`config.mk`:
```
export PLATFORM = sky130hd
export DESIGN_NAME = mem_arbiter
export DESIGN_NICKNAME = d
export VERILOG_FILES = /design/src/rtl/mem_arbiter.sv
export SDC_FILE = /design/constraint.sdc
export NUM_CORES = 1
export LEC_CHECK = 0
export BUFFER_PORTS_ARGS = -buffer_cell sky130_fd_sc_hd__buf_2
export CAP_MARGIN = 0
export CELL_PAD_IN_SITES_DETAIL_PLACEMENT = 1
export CELL_PAD_IN_SITES_GLOBAL_PLACEMENT = 2
export CORE_AREA = 3 3 133 160
export DETAILED_ROUTE_END_ITERATION = 6
export DIE_AREA = 0 0 136 163
export PLACE_DENSITY = 0.78
export REMOVE_ABC_BUFFERS = 1
export SLEW_MARGIN = 25
export SYNTH_ARGS = -nofsm -noshare
export SYNTH_HDL_FRONTEND = slang
export SYNTH_SLANG_ARGS = --single-unit
```
`constraint.sdc`:
```
create_clock -name clk -period 5.12 [get_ports clk]
set_input_delay 0.768 -clock clk [delete_from_list [all_inputs] [get_ports clk]]
set_output_delay 0.768 -clock clk [all_outputs]
set_load 0.02 [all_outputs]
```
`src/rtl/mem_arbiter.sv`:
```
// -----------------------------------------------------------------------------
// mem_arbiter
//
// Shares one main-memory port between the data cache (requester 0, read/write)
// and instruction fetch (requester 1, read-only). Each access is a fixed-latency
// transaction: latch the winning request, drive memory for MEM_LATENCY cycles,
// capture the read data in the last access cycle, then pulse done for one cycle.
// Only one transaction is outstanding at a time.
//
// Ports
//   clk, reset               : clock and asynchronous active-high reset
//   req0_valid/we/addr/wdata : data-cache request (held until req0_done)
//   req0_done, req0_rdata    : one-cycle completion pulse and read data
//   req1_valid/addr          : fetch request (held until req1_done)
//   req1_done, req1_rdata    : one-cycle completion pulse and fetched word
//   mem_addr/wdata/we        : memory port drive
//   mem_rdata                : memory read data, valid in the last access cycle
//   busy                     : high while a transaction is in ACCESS or DONE
//   grant_id                 : requester being served (0 when idle)
// -----------------------------------------------------------------------------
module mem_arbiter #(
    parameter int MEM_LATENCY = 4,
    parameter int ADDR_W      = 32
) (
    input  logic              clk,
    input  logic              reset,
    input  logic              req0_valid,
    input  logic              req0_we,
    input  logic [ADDR_W-1:0] req0_addr,
    input  logic [31:0]       req0_wdata,
    output logic              req0_done,
    output logic [31:0]       req0_rdata,
    input  logic              req1_valid,
    input  logic [ADDR_W-1:0] req1_addr,
    output logic              req1_done,
    output logic [31:0]       req1_rdata,
    output logic [ADDR_W-1:0] mem_addr,
    output logic [31:0]       mem_wdata,
    output logic              mem_we,
    input  logic [31:0]       mem_rdata,
    output logic              busy,
    output logic              grant_id
);

    localparam int               CNT_W    = $clog2(MEM_LATENCY) + 1;
    localparam logic [CNT_W-1:0] CNT_LOAD = CNT_W'(MEM_LATENCY - 1);
    localparam logic [CNT_W-1:0] CNT_ZERO = {CNT_W{1'b0}};
    localparam logic [CNT_W-1:0] CNT_ONE  = CNT_W'(1);

    typedef enum logic [1:0] {
        ST_IDLE   = 2'd0,
        ST_ACCESS = 2'd1,
        ST_DONE   = 2'd2
    } state_t;

    state_t              state_q,      state_d;
    logic [CNT_W-1:0]    cnt_q,        cnt_d;
    logic                last_grant_q, last_grant_d;
    logic                grant_id_q,   grant_id_d;
    logic                we_q,         we_d;
    logic [ADDR_W-1:0]   addr_q,       addr_d;
    logic [31:0]         wdata_q,      wdata_d;
    logic [31:0]         rdata0_q,     rdata0_d;
    logic [31:0]         rdata1_q,     rdata1_d;
    logic                mem_we_q,     mem_we_d;
    logic                busy_q,       busy_d;
    logic                done0_q,      done0_d;
    logic                done1_q,      done1_d;
    logic                win_id;

    // Next-state, request latching and next-cycle output computation.
    always_comb begin
        state_d      = state_q;
        cnt_d        = cnt_q;
        last_grant_d = last_grant_q;
        grant_id_d   = grant_id_q;
        we_d         = we_q;
        addr_d       = addr_q;
        wdata_d      = wdata_q;
        rdata0_d     = rdata0_q;
        rdata1_d     = rdata1_q;
        win_id       = 1'b0;

        case (state_q)
            ST_IDLE: begin
                // Round-robin only decides ties; a lone requester just wins.
                if (req0_valid && req1_valid) begin
                    win_id       = ~last_grant_q;
                    last_grant_d = ~last_grant_q;
                end else if (req1_valid) begin
                    win_id = 1'b1;
                end else begin
                    win_id = 1'b0;
                end

                if (req0_valid || req1_valid) begin
                    grant_id_d = win_id;
                    cnt_d      = CNT_LOAD;
                    state_d    = ST_ACCESS;
                    if (win_id) begin
                        // Fetch is read-only and carries no write data.
                        addr_d  = req1_addr;
                        we_d    = 1'b0;
                        wdata_d = 32'h0000_0000;
                    end else begin
                        addr_d  = req0_addr;
                        we_d    = req0_we;
                        wdata_d = req0_wdata;
                    end
                end else begin
                    state_d = ST_IDLE;
                end
            end

            ST_ACCESS: begin
                if (cnt_q == CNT_ZERO) begin
                    // Last access cycle: memory data is valid now. Writes
                    // return zero so stale read data never leaks out.
                    state_d = ST_DONE;
                    if (grant_id_q) begin
                        rdata1_d = we_q ? 32'h0000_0000 : mem_rdata;
                    end else begin
                        rdata0_d = we_q ? 32'h0000_0000 : mem_rdata;
                    end
                end else begin
                    cnt_d   = cnt_q - CNT_ONE;
                    state_d = ST_ACCESS;
                end
            end

            ST_DONE: begin
                state_d    = ST_IDLE;
                grant_id_d = 1'b0;
            end

            default: begin
                state_d    = ST_IDLE;
                grant_id_d = 1'b0;
                cnt_d      = CNT_ZERO;
            end
        endcase

        // Outputs are precomputed from the next state so they leave flops
        // and line up with the cycle they describe.
        mem_we_d = (state_d == ST_ACCESS) && (cnt_d == CNT_ZERO) && we_d;
        busy_d   = (state_d != ST_IDLE);
        done0_d  = (state_d == ST_DONE) && !grant_id_d;
        done1_d  = (state_d == ST_DONE) && grant_id_d;
    end

    // State and output registers; last_grant resets to 1 so requester 0 wins the first tie.
    always_ff @(posedge clk or posedge reset) begin
        if (reset) begin
            state_q      <= ST_IDLE;
            cnt_q        <= CNT_ZERO;
            last_grant_q <= 1'b1;
            grant_id_q   <= 1'b0;
            we_q         <= 1'b0;
            addr_q       <= {ADDR_W{1'b0}};
            wdata_q      <= 32'h0000_0000;
            rdata0_q     <= 32'h0000_0000;
            rdata1_q     <= 32'h0000_0000;
            mem_we_q     <= 1'b0;
            busy_q       <= 1'b0;
            done0_q      <= 1'b0;
            done1_q      <= 1'b0;
        end else begin
            state_q      <= state_d;
            cnt_q        <= cnt_d;
            last_grant_q <= last_grant_d;
            grant_id_q   <= grant_id_d;
            we_q         <= we_d;
            addr_q       <= addr_d;
            wdata_q      <= wdata_d;
            rdata0_q     <= rdata0_d;
            rdata1_q     <= rdata1_d;
            mem_we_q     <= mem_we_d;
            busy_q       <= busy_d;
            done0_q      <= done0_d;
            done1_q      <= done1_d;
        end
    end

    assign req0_done  = done0_q;
    assign req1_done  = done1_q;
    assign req0_rdata = rdata0_q;
    assign req1_rdata = rdata1_q;
    assign mem_addr   = addr_q;
    assign mem_wdata  = wdata_q;
    assign mem_we     = mem_we_q;
    assign busy       = busy_q;
    assign grant_id   = grant_id_q;

endmodule
```
==> results of run 1 <==
-- critical path, delay by kind of cell --
family	cells	cell delay [ns]
buf+inv	2	0.65
mux	1	0.39
simple gates	2	0.80
-- final timing paths --
kind                            slack, ns           from        endpoint  cells past startpoint
worst max-delay path                 2.77     req0_valid    mem_addr[17]                      5
worst min-delay path                 0.49          reset    mem_wdata[8]                      2
worst max register to register       2.78     state_q[0]    mem_addr[17]                      4
worst min register to register       0.49  req1_rdata[1]   req1_rdata[1]                      1
max in group asynchronous            3.64          reset  req0_rdata[27]                      3
min in group clk                     0.49  req1_rdata[1]   req1_rdata[1]                      1
-- cells in the mapped netlist, types with 2 or more instances --
library cell  count  share of area
nand2b_1          4         0.0042
a21oi_1           3         0.0025
ha_1              2         0.0042
nor2b_1          34          0.036
dfrtp_1         139           0.59
mux2_2           99           0.19
or2_2             2         0.0021
buf_2             9         0.0076
a22o_1           32          0.047
buf_4             9          0.011
clkbuf_1          3         0.0019
nand2_2           2         0.0021
and3_1            2         0.0021
mux2_1           29          0.055
buf_6             3         0.0057
nor2_1            2         0.0013
inv_1             5         0.0032
-- registers in the layout, summed over array words and instances (netlist names), 2 cells and up --
signal,cells
state_q,2
req1_rdata,32
req0_rdata,32
mem_wdata,32
mem_addr,32
cnt_q,3
-- kinds of logic (layout without fill, tap and decap cells) --
logic type	after synthesis	in the layout	share of synthesized area
AOI/OAI and AO/OA	46	46	0.0646
xor gates and xnor gates	1	1	0.00148
adders and majority gates	2	2	0.00424
buffers and inverters	29	308	0.0299
DFF	140	140	0.593
muxes	129	129	0.246
and+or+nand+nor	55	55	0.0608
-- placed cells by master, fill, tap and decap left out, drive strengths merged, types with 2 or more instances in the layout --
cell type / count
and3: 2
inv: 10
ha: 2
dfrtp: 139
a21oi: 3
nand2b: 4
clkbuf: 19
mux2: 128
clkinv: 4
nand2: 3
nor2b: 34
bufinv: 3
buf: 271
a22o: 32
or2: 2
nor3: 2
nor2: 3
-- final cells by class --
cell class                 instances  area (µm²)
clock buffer                      19         453
multi-input combinational        233        2250
clock inverter                    13         179
inverter                           5        26.3
sequential                       140        3500
timing repair buffer             271        1390
tap                              261         327
fill                            2159       11600
-- per-layer routing --
layer | track usage | up-vias | wire length (µm)
met3 | 0.0522 | 17 | 1230
met5 | 0 | - | 0
li1 | - | 1962 | -
met1 | 0.160 | 2169 | 6080
met2 | 0.269 | 162 | 8790
met4 | 0.0458 | 0 | 242
-- power groups by stage --
stage	Sequential [mW]	Clock, mW	Combinational [mW]
CTS	1.96	1.36	2.41
global placement	1.94	0	2.34
global route	2.02	1.41	2.54
finish	1.95	1.31	2.35
floorplan	2.56	0	0.886
detailed placement	1.97	0	2.41
-- stage by stage --
stage | hold WS [ns] | cell area [µm²]
finish | 0.486 | 8130
global route | 0.504 | 8130
CTS | 0.491 | 8130
detailed placement | 0.476 | 7490
global placement | 0.468 | 7470
floorplan | 0.504 | 5750
==> results.cfg, run 1 <==
[outcome]
run_status = finished, final reports clean

[placement]
gp_congestion = 0.749
hpwl_mm = 11.9
post-place-cells = 910
io_buffers = 265
place_ws_ns = 2.32

[floorplan]
initial_core_util = 0.299
die-area_mm2 = 0.0222
coreArea_mm2 = 0.0198
row_count = 56
dieHeight_um = 163
io_pins = 266
die_w_um = 136

[sta]
fin_skew_ns = 0.00771
setup_violations = 0
rsz0062_at_grt = false
worst_slew_pin_slew_ns = 0.934
final_hold_viol_count = 0
maxSlewViolCount = 0
min_period_ns = 2.35
max_slew_margin = 0.375
fin_tns_setup_ns = 0
period_share = 0.458
max_freq_mhz = 426
setup_ws_ns = 2.77

[power_and_ir_drop]
switching_power_mw = 2.17
p_int_mw = 3.43
power.leakage_nw = 4.09
pwr-share-clk = 0.233
finalPower_mw = 5.61
power_frac_comb = 0.420
peakVddDrop_mv = 0.268
pwr-share-seq = 0.347
power_density_mw_per_mm2 = 690
sw_frac_of_total = 0.388

[synth]
syn_avg_cell_area_um2 = 14.7
ys_seq_area_frac = 0.593
async_reset_ff_frac = 1.00
synthCells = 402
ys.flop_type = dfrtp_1
syn-cell-area_mm2 = 0.00591
synth_edf_count = 0
ys_warn_count = 0
ys_ff_latch = 140
synth_cell_types = 40

[routing]
first_iter_violations = 93
drtPass1Iterations = 4
drcViolationCount = 0
vias_per_cell = 4.58
finalWirelength_mm = 16.3
ant_nets = 0
vias = 4310
avgRoutedWirePerCell_um = 17.3

[setup_path]
slowest_stage = buf_4
crit_fanout = 33
crit_chain = buf_2, or2_2, nand2_2, buf_4, mux2_2
cpPeakStageDelay_ns = 0.50
start_kind = input port
critPathRequiredTime_ns = 5.41
arrival_ns = 2.64
crit_type = input port to register
critPathCaptureType = register

[cts]
root_buffer = clkbuf_16
post_cts_buffers = 0
cts.sinks = 140
postCtsHoldBufs = 0
cts-htree-levels = 4
cts_buffers = 17
cts_buffer_depth = 2
cts_tree = built
clk-insertion-delay-late_ns = 0.41
cts_resized = 0
path_clk_slew_ns = 0.06

[worst_hold_path]
hold_class = input port to asynchronous set/reset pin

[finish]
syn_to_final_growth_pct = 37.6
finalNonFillerCells = 942
drive_above_1_share = 0.606
num_antenna_cells = 0
finalNetCount = 803
finalCoreUtilization = 0.411

[grt]
antenna_found_initial = 0
grt_max_degree = 107
grt_overflow = 0
grt_pass1_wl_mm = 25.4
grt.total_usage = 0.148
first_global_vias = 4742

[run]
maxCapViolCount = 0
No activity file was read; power rests on OpenSTA's default activity.
==> inputs of run 2 (changes only) <==
clock period = 2.3 ns   (was 5.12 ns; I/O delays follow)
==> run 2 against run 1 <==
Compared with the run above: combinational power increased by 130%; wire length decreased by 1.9%; clock-buffer cell count decreased by 2; total power increased by 120%; setup slack got worse by 2.2 ns; first-iteration DRC count increased by 19%; global-route usage decreased by 0.42 points; core utilization increased by 0.25 points; non-clock buffer count increased by 6; sequential share of layout area decreased by 0.26 points; sequential power increased by 120%; clock skew about the same; critical endpoint is now req0_rdata[5]; highest routed layer unchanged.
==> results.cfg, run 2 (synthesis results as in run 1) <==
[outcome]
run_status = finished, final reports clean

[setup_path]
arrival_ns = 2.06
cp-endpoint = req0_rdata[5]
cpLargestDelayFamily = flip-flops
crit_type = register to register
r2r_slack_ns = 0.54
reg2reg_from = state_q[1]
start_kind = register
critPathBufInv = 1
slowest_stage = dfrtp_1
r2r-end = req0_rdata[5]
cpPeakStageDelay_ns = 0.53
crit_chain = nand2b_1, nor3_4, buf_12, mux2_2
cp-startpoint = state_q[1]
critPathCaptureType = register
path_depth = 4
critPathRequiredTime_ns = 2.59
r2r_cells = 4
crit_fanout = 27

[cts]
root_buffer = clkbuf_16
cts_tree = built
cts_buffers = 17
cts_resized = 0
cts.sinks = 140
clk-insertion-delay-late_ns = 0.41
path_clk_slew_ns = 0.07
cts-htree-levels = 4
cts_buffer_depth = 2

[placement]
hpwl_mm = 11.9
io_buffers = 265
gp_congestion = 0.756

[routing]
first_iter_violations = 111
finalWirelength_mm = 16.0
ant_nets = 0
drcViolationCount = 0
drtPass1Iterations = 6
avgRoutedWirePerCell_um = 16.9
vias = 4273
vias_per_cell = 4.51

[sta]
worst_slew_pin_slew_ns = 0.502
final_hold_viol_count = 0
maxSlewViolCount = 0
max_freq_mhz = 567
period_share = 0.766
rsz0062_at_grt = false
fin_skew_ns = 0.00771
min_period_ns = 1.76
max_slew_margin = 0.665
hold_slack_ns = 0.142
setup_violations = 0

[finish]
drive_above_1_share = 0.608
syn_to_final_growth_pct = 38.4
finalNetCount = 809
final_common_cell = buf_2
finalCoreUtilization = 0.414
num_antenna_cells = 0
layout_common_cells = buf_2, dfrtp_1, mux2_2

[floorplan]
die-area_mm2 = 0.0222
io_pins = 266
row_count = 56
coreArea_mm2 = 0.0198
initial_core_util = 0.299
die_w_um = 136
dieHeight_um = 163

[grt]
grtUsageMet3 = 0.0476
first_global_vias = 4667
grt_pass1_wl_mm = 24.9
grt_util_met2 = 0.253
grt_overflow = 0
grt.total_usage = 0.144
antenna_found_initial = 0
grt-busiest-layer = met2
grt_use_met1 = 0.165
grt_max_degree = 65

[run]
maxCapViolCount = 0

[power_and_ir_drop]
peakVddDrop_mv = 0.474
power.leakage_nw = 4.11
power_density_mw_per_mm2 = 1510

[worst_hold_path]
hold_class = input port to register
[run 2: cell types whose count changed in the layout (fill, tap and decap cells not counted)]
cell	change
buf_12	+6
inv_6	+2
clkinv_8	+1
buf_16	-1
bufinv_16	-2
clkbuf_8	-2
dlygate4sd3_1	+1
[run 2: worst register-to-register path, cell delays in order, from the launching register on]
cell,delay (ns)
dfrtp_1,0.53
nand2b_1,0.28
nor3_4,0.24
buf_12,0.23
mux2_2,0.37
[run 2: layer usage]
layer  up-vias  share of wire
li1       1982              -
met1      2128           0.40
met2       151           0.52
met3        12          0.071
met4         0          0.011
met5         -              0
[run 2: area by class of cell]
cell class | count | area [µm²]
clock buffers | 17 | 425
clock inverters | 14 | 155
fillers | 2172 | 11600
inverters | 5 | 23.8
multi-input cells | 233 | 2250
flip-flops and latches | 140 | 3500
well taps | 261 | 327
repair buffers | 277 | 1490
[run 2: per-stage QoR]
| step | setup TNS [ns] | worst slack [ns] | std cells | area, µm² | total power, mW |
|---|---|---|---|---|---|
| floorplan | -268.50 | -1.80 | 378 | 5750 | 7.67 |
| global placement | 0 | 0.593 | 915 | 7590 | 9.63 |
| detailed placement | 0 | 0.522 | 915 | 7590 | 9.83 |
| CTS | 0 | 0.507 | 947 | 8180 | 12.6 |
| global route | 0 | 0.419 | 947 | 8180 | 13.1 |
| finish | 0 | 0.537 | 947 | 8180 | 12.3 |
[run 2: what timing repair did]
item | CTS | global route
hold buffers | 1 | 0
hold endpoints to repair | 50 | 0
setup buffers | 0 | 0
[run 2: worst min path at each step]
stage                         startpoint             to  slack (ns)  cells past startpoint
final                     req0_wdata[17]  mem_wdata[17]        0.14                      2
after global routing      req0_wdata[28]  mem_wdata[28]        0.12                      2
after CTS                 req0_wdata[17]  mem_wdata[17]        0.12                      2
after detailed placement           reset  mem_wdata[18]        0.44                      2
after global placement             reset  mem_wdata[24]        0.42                      2
after floorplan            req0_wdata[0]   mem_wdata[0]        0.48                      1
[run 2: where the power goes]
group | internal, mW | total, mW | leakage [nW] | switching, mW
combinational | 2.27 | 5.34 | 2.09 | 3.07
clock | 1.53 | 2.69 | 0.282 | 1.16
sequential | 3.65 | 4.32 | 1.74 | 0.669
==> inputs of run 3 (changes only) <==
clock period = 1.8 ns   (was 2.3 ns; I/O delays follow)
==> run 3 against run 2 <==
Compared with the run above: maximum frequency up 3.6%; final area rose by 1.1%; setup slack got worse by 0.44 ns; global-route usage rose by 0.62 points; first-iteration DRC count down 9.0%; core utilization grew 0.44 points; die area did not move; via count up 1.6%; wire length up 3.0%; critical endpoint is now req0_rdata[3]; largest cell class unchanged.
==> results.cfg, run 3 (synthesis results as in run 1) <==
[outcome]
run_status = finished, final reports clean

[floorplan]
io_pins = 266
initial_core_util = 0.299
row_count = 56
die_w_um = 136
coreArea_mm2 = 0.0198
dieHeight_um = 163
die-area_mm2 = 0.0222

[power_and_ir_drop]
finalPower_mw = 16.0
peakVddDrop_mv = 0.780
power_density_mw_per_mm2 = 1940
power.leakage_nw = 4.14

[setup_path]
critPathBufInv = 3
critPathCaptureType = register
start_kind = register
cpLargestDelayFamily = buffers and inverters
crit_type = register to register
critPathRequiredTime_ns = 2.09
crit_fanout = 17
slowest_stage = dfrtp_1
crit_chain = inv_2, ha_4, nand2b_4, nor3_4, buf_4, buf_12, mux2_2
arrival_ns = 2.00
cpPeakStageDelay_ns = 0.41

[sta]
worst_slew_pin_slew_ns = 0.394
min_period_ns = 1.70
rsz0062_at_grt = false
fin_tns_setup_ns = 0
maxSlewViolCount = 0
fin_skew_ns = 0.00678
period_share = 0.945
max_freq_mhz = 588
setup_ws_ns = 0.0991
setup_violations = 0
final_hold_viol_count = 0
hold_slack_ns = 0.0730
max_slew_margin = 0.737

[grt]
grt_overflow = 0
grt_max_degree = 55
first_global_vias = 4874
grt.total_usage = 0.150
antenna_found_initial = 0
grt_pass1_wl_mm = 26.1

[finish]
num_antenna_cells = 0
syn_to_final_growth_pct = 39.9
finalNetCount = 814
drive_above_1_share = 0.616
layout_common_cells = buf_2, dfrtp_1, mux2_2
final_common_cell = buf_2
stdcell_area_mm2 = 0.00826

[routing]
drcViolationCount = 0
ant_nets = 0
finalWirelength_mm = 16.5
avgRoutedWirePerCell_um = 17.3
first_iter_violations = 101
drtPass1Iterations = 4
vias_per_cell = 4.56
vias = 4343

[run]
maxCapViolCount = 0

[cts]
cts_buffer_depth = 2
cts_tree = built
clk-insertion-delay-late_ns = 0.41
path_clk_slew_ns = 0.06
cts_buffers = 17
cts.sinks = 140
root_buffer = clkbuf_16
cts-htree-levels = 4

[placement]
place_ws_ns = 0.0190
hpwl_mm = 12.1
gp_congestion = 0.737
io_buffers = 265
placed_area_mm2 = 0.00761

[worst_hold_path]
hold_class = input port to register
run 3: metal layers:
layer | vias to the layer above | global-route usage | share of wire
met5 | - | 0 | 0
met4 | 0 | 0.0431 | 0.014
met3 | 17 | 0.0460 | 0.067
met2 | 155 | 0.266 | 0.54
met1 | 2181 | 0.174 | 0.38
li1 | 1990 | - | -
run 3: worst register-to-register path, cell delays in order (launching register included):
cell and delay (ns):
dfrtp_1 0.41, inv_2 0.11, ha_4 0.17, nand2b_4 0.07
nor3_4 0.16, buf_4 0.14, buf_12 0.16, mux2_2 0.36
run 3: cell type report:
class / instances / area [µm²]
clock buffer: 17 / 425
clock inverter: 15 / 151
fill: 2185 / 11500
inverter: 5 / 23.8
multi-input combinational: 233 / 2270
sequential: 140 / 3500
tap: 261 / 327
timing repair buffer: 282 / 1560
run 3: stage by stage:
stage | util | std cells
after floorplan | - | 378
after global placement | 0.385 | 917
after detailed placement | 0.385 | 917
after CTS | 0.418 | 953
after global routing | 0.418 | 953
final | 0.418 | 953
run 3: final timing paths:
path	from	endpoint	slack (ns)	depth (start not counted)
max	cnt_q[0]	req0_rdata[3]	0.1	7
min	req0_wdata[0]	mem_wdata[0]	0.07	2
max reg2reg	cnt_q[0]	req0_rdata[3]	0.1	7
min reg2reg	req1_rdata[25]	req1_rdata[25]	0.49	1
max in group asynchronous	reset	last_grant_q	0.74	4
min in group asynchronous	reset	mem_wdata[27]	0.41	3
run 3: repair_timing:
item | in CTS | in global routing
hold buffers | 1 | 0
pin swaps | 1 | 0
setup buffers | 2 | 0
cloned | 1 | 0
endpoints found under the setup margin | 21 | 44
hold endpoints to repair | 35 | 0
gates resized for setup | 3 | 2
run 3: where the power goes:
part	internal, mW	switching, mW
combinational	3.05	4.03
clock	1.95	1.47
sequential	4.67	0.830
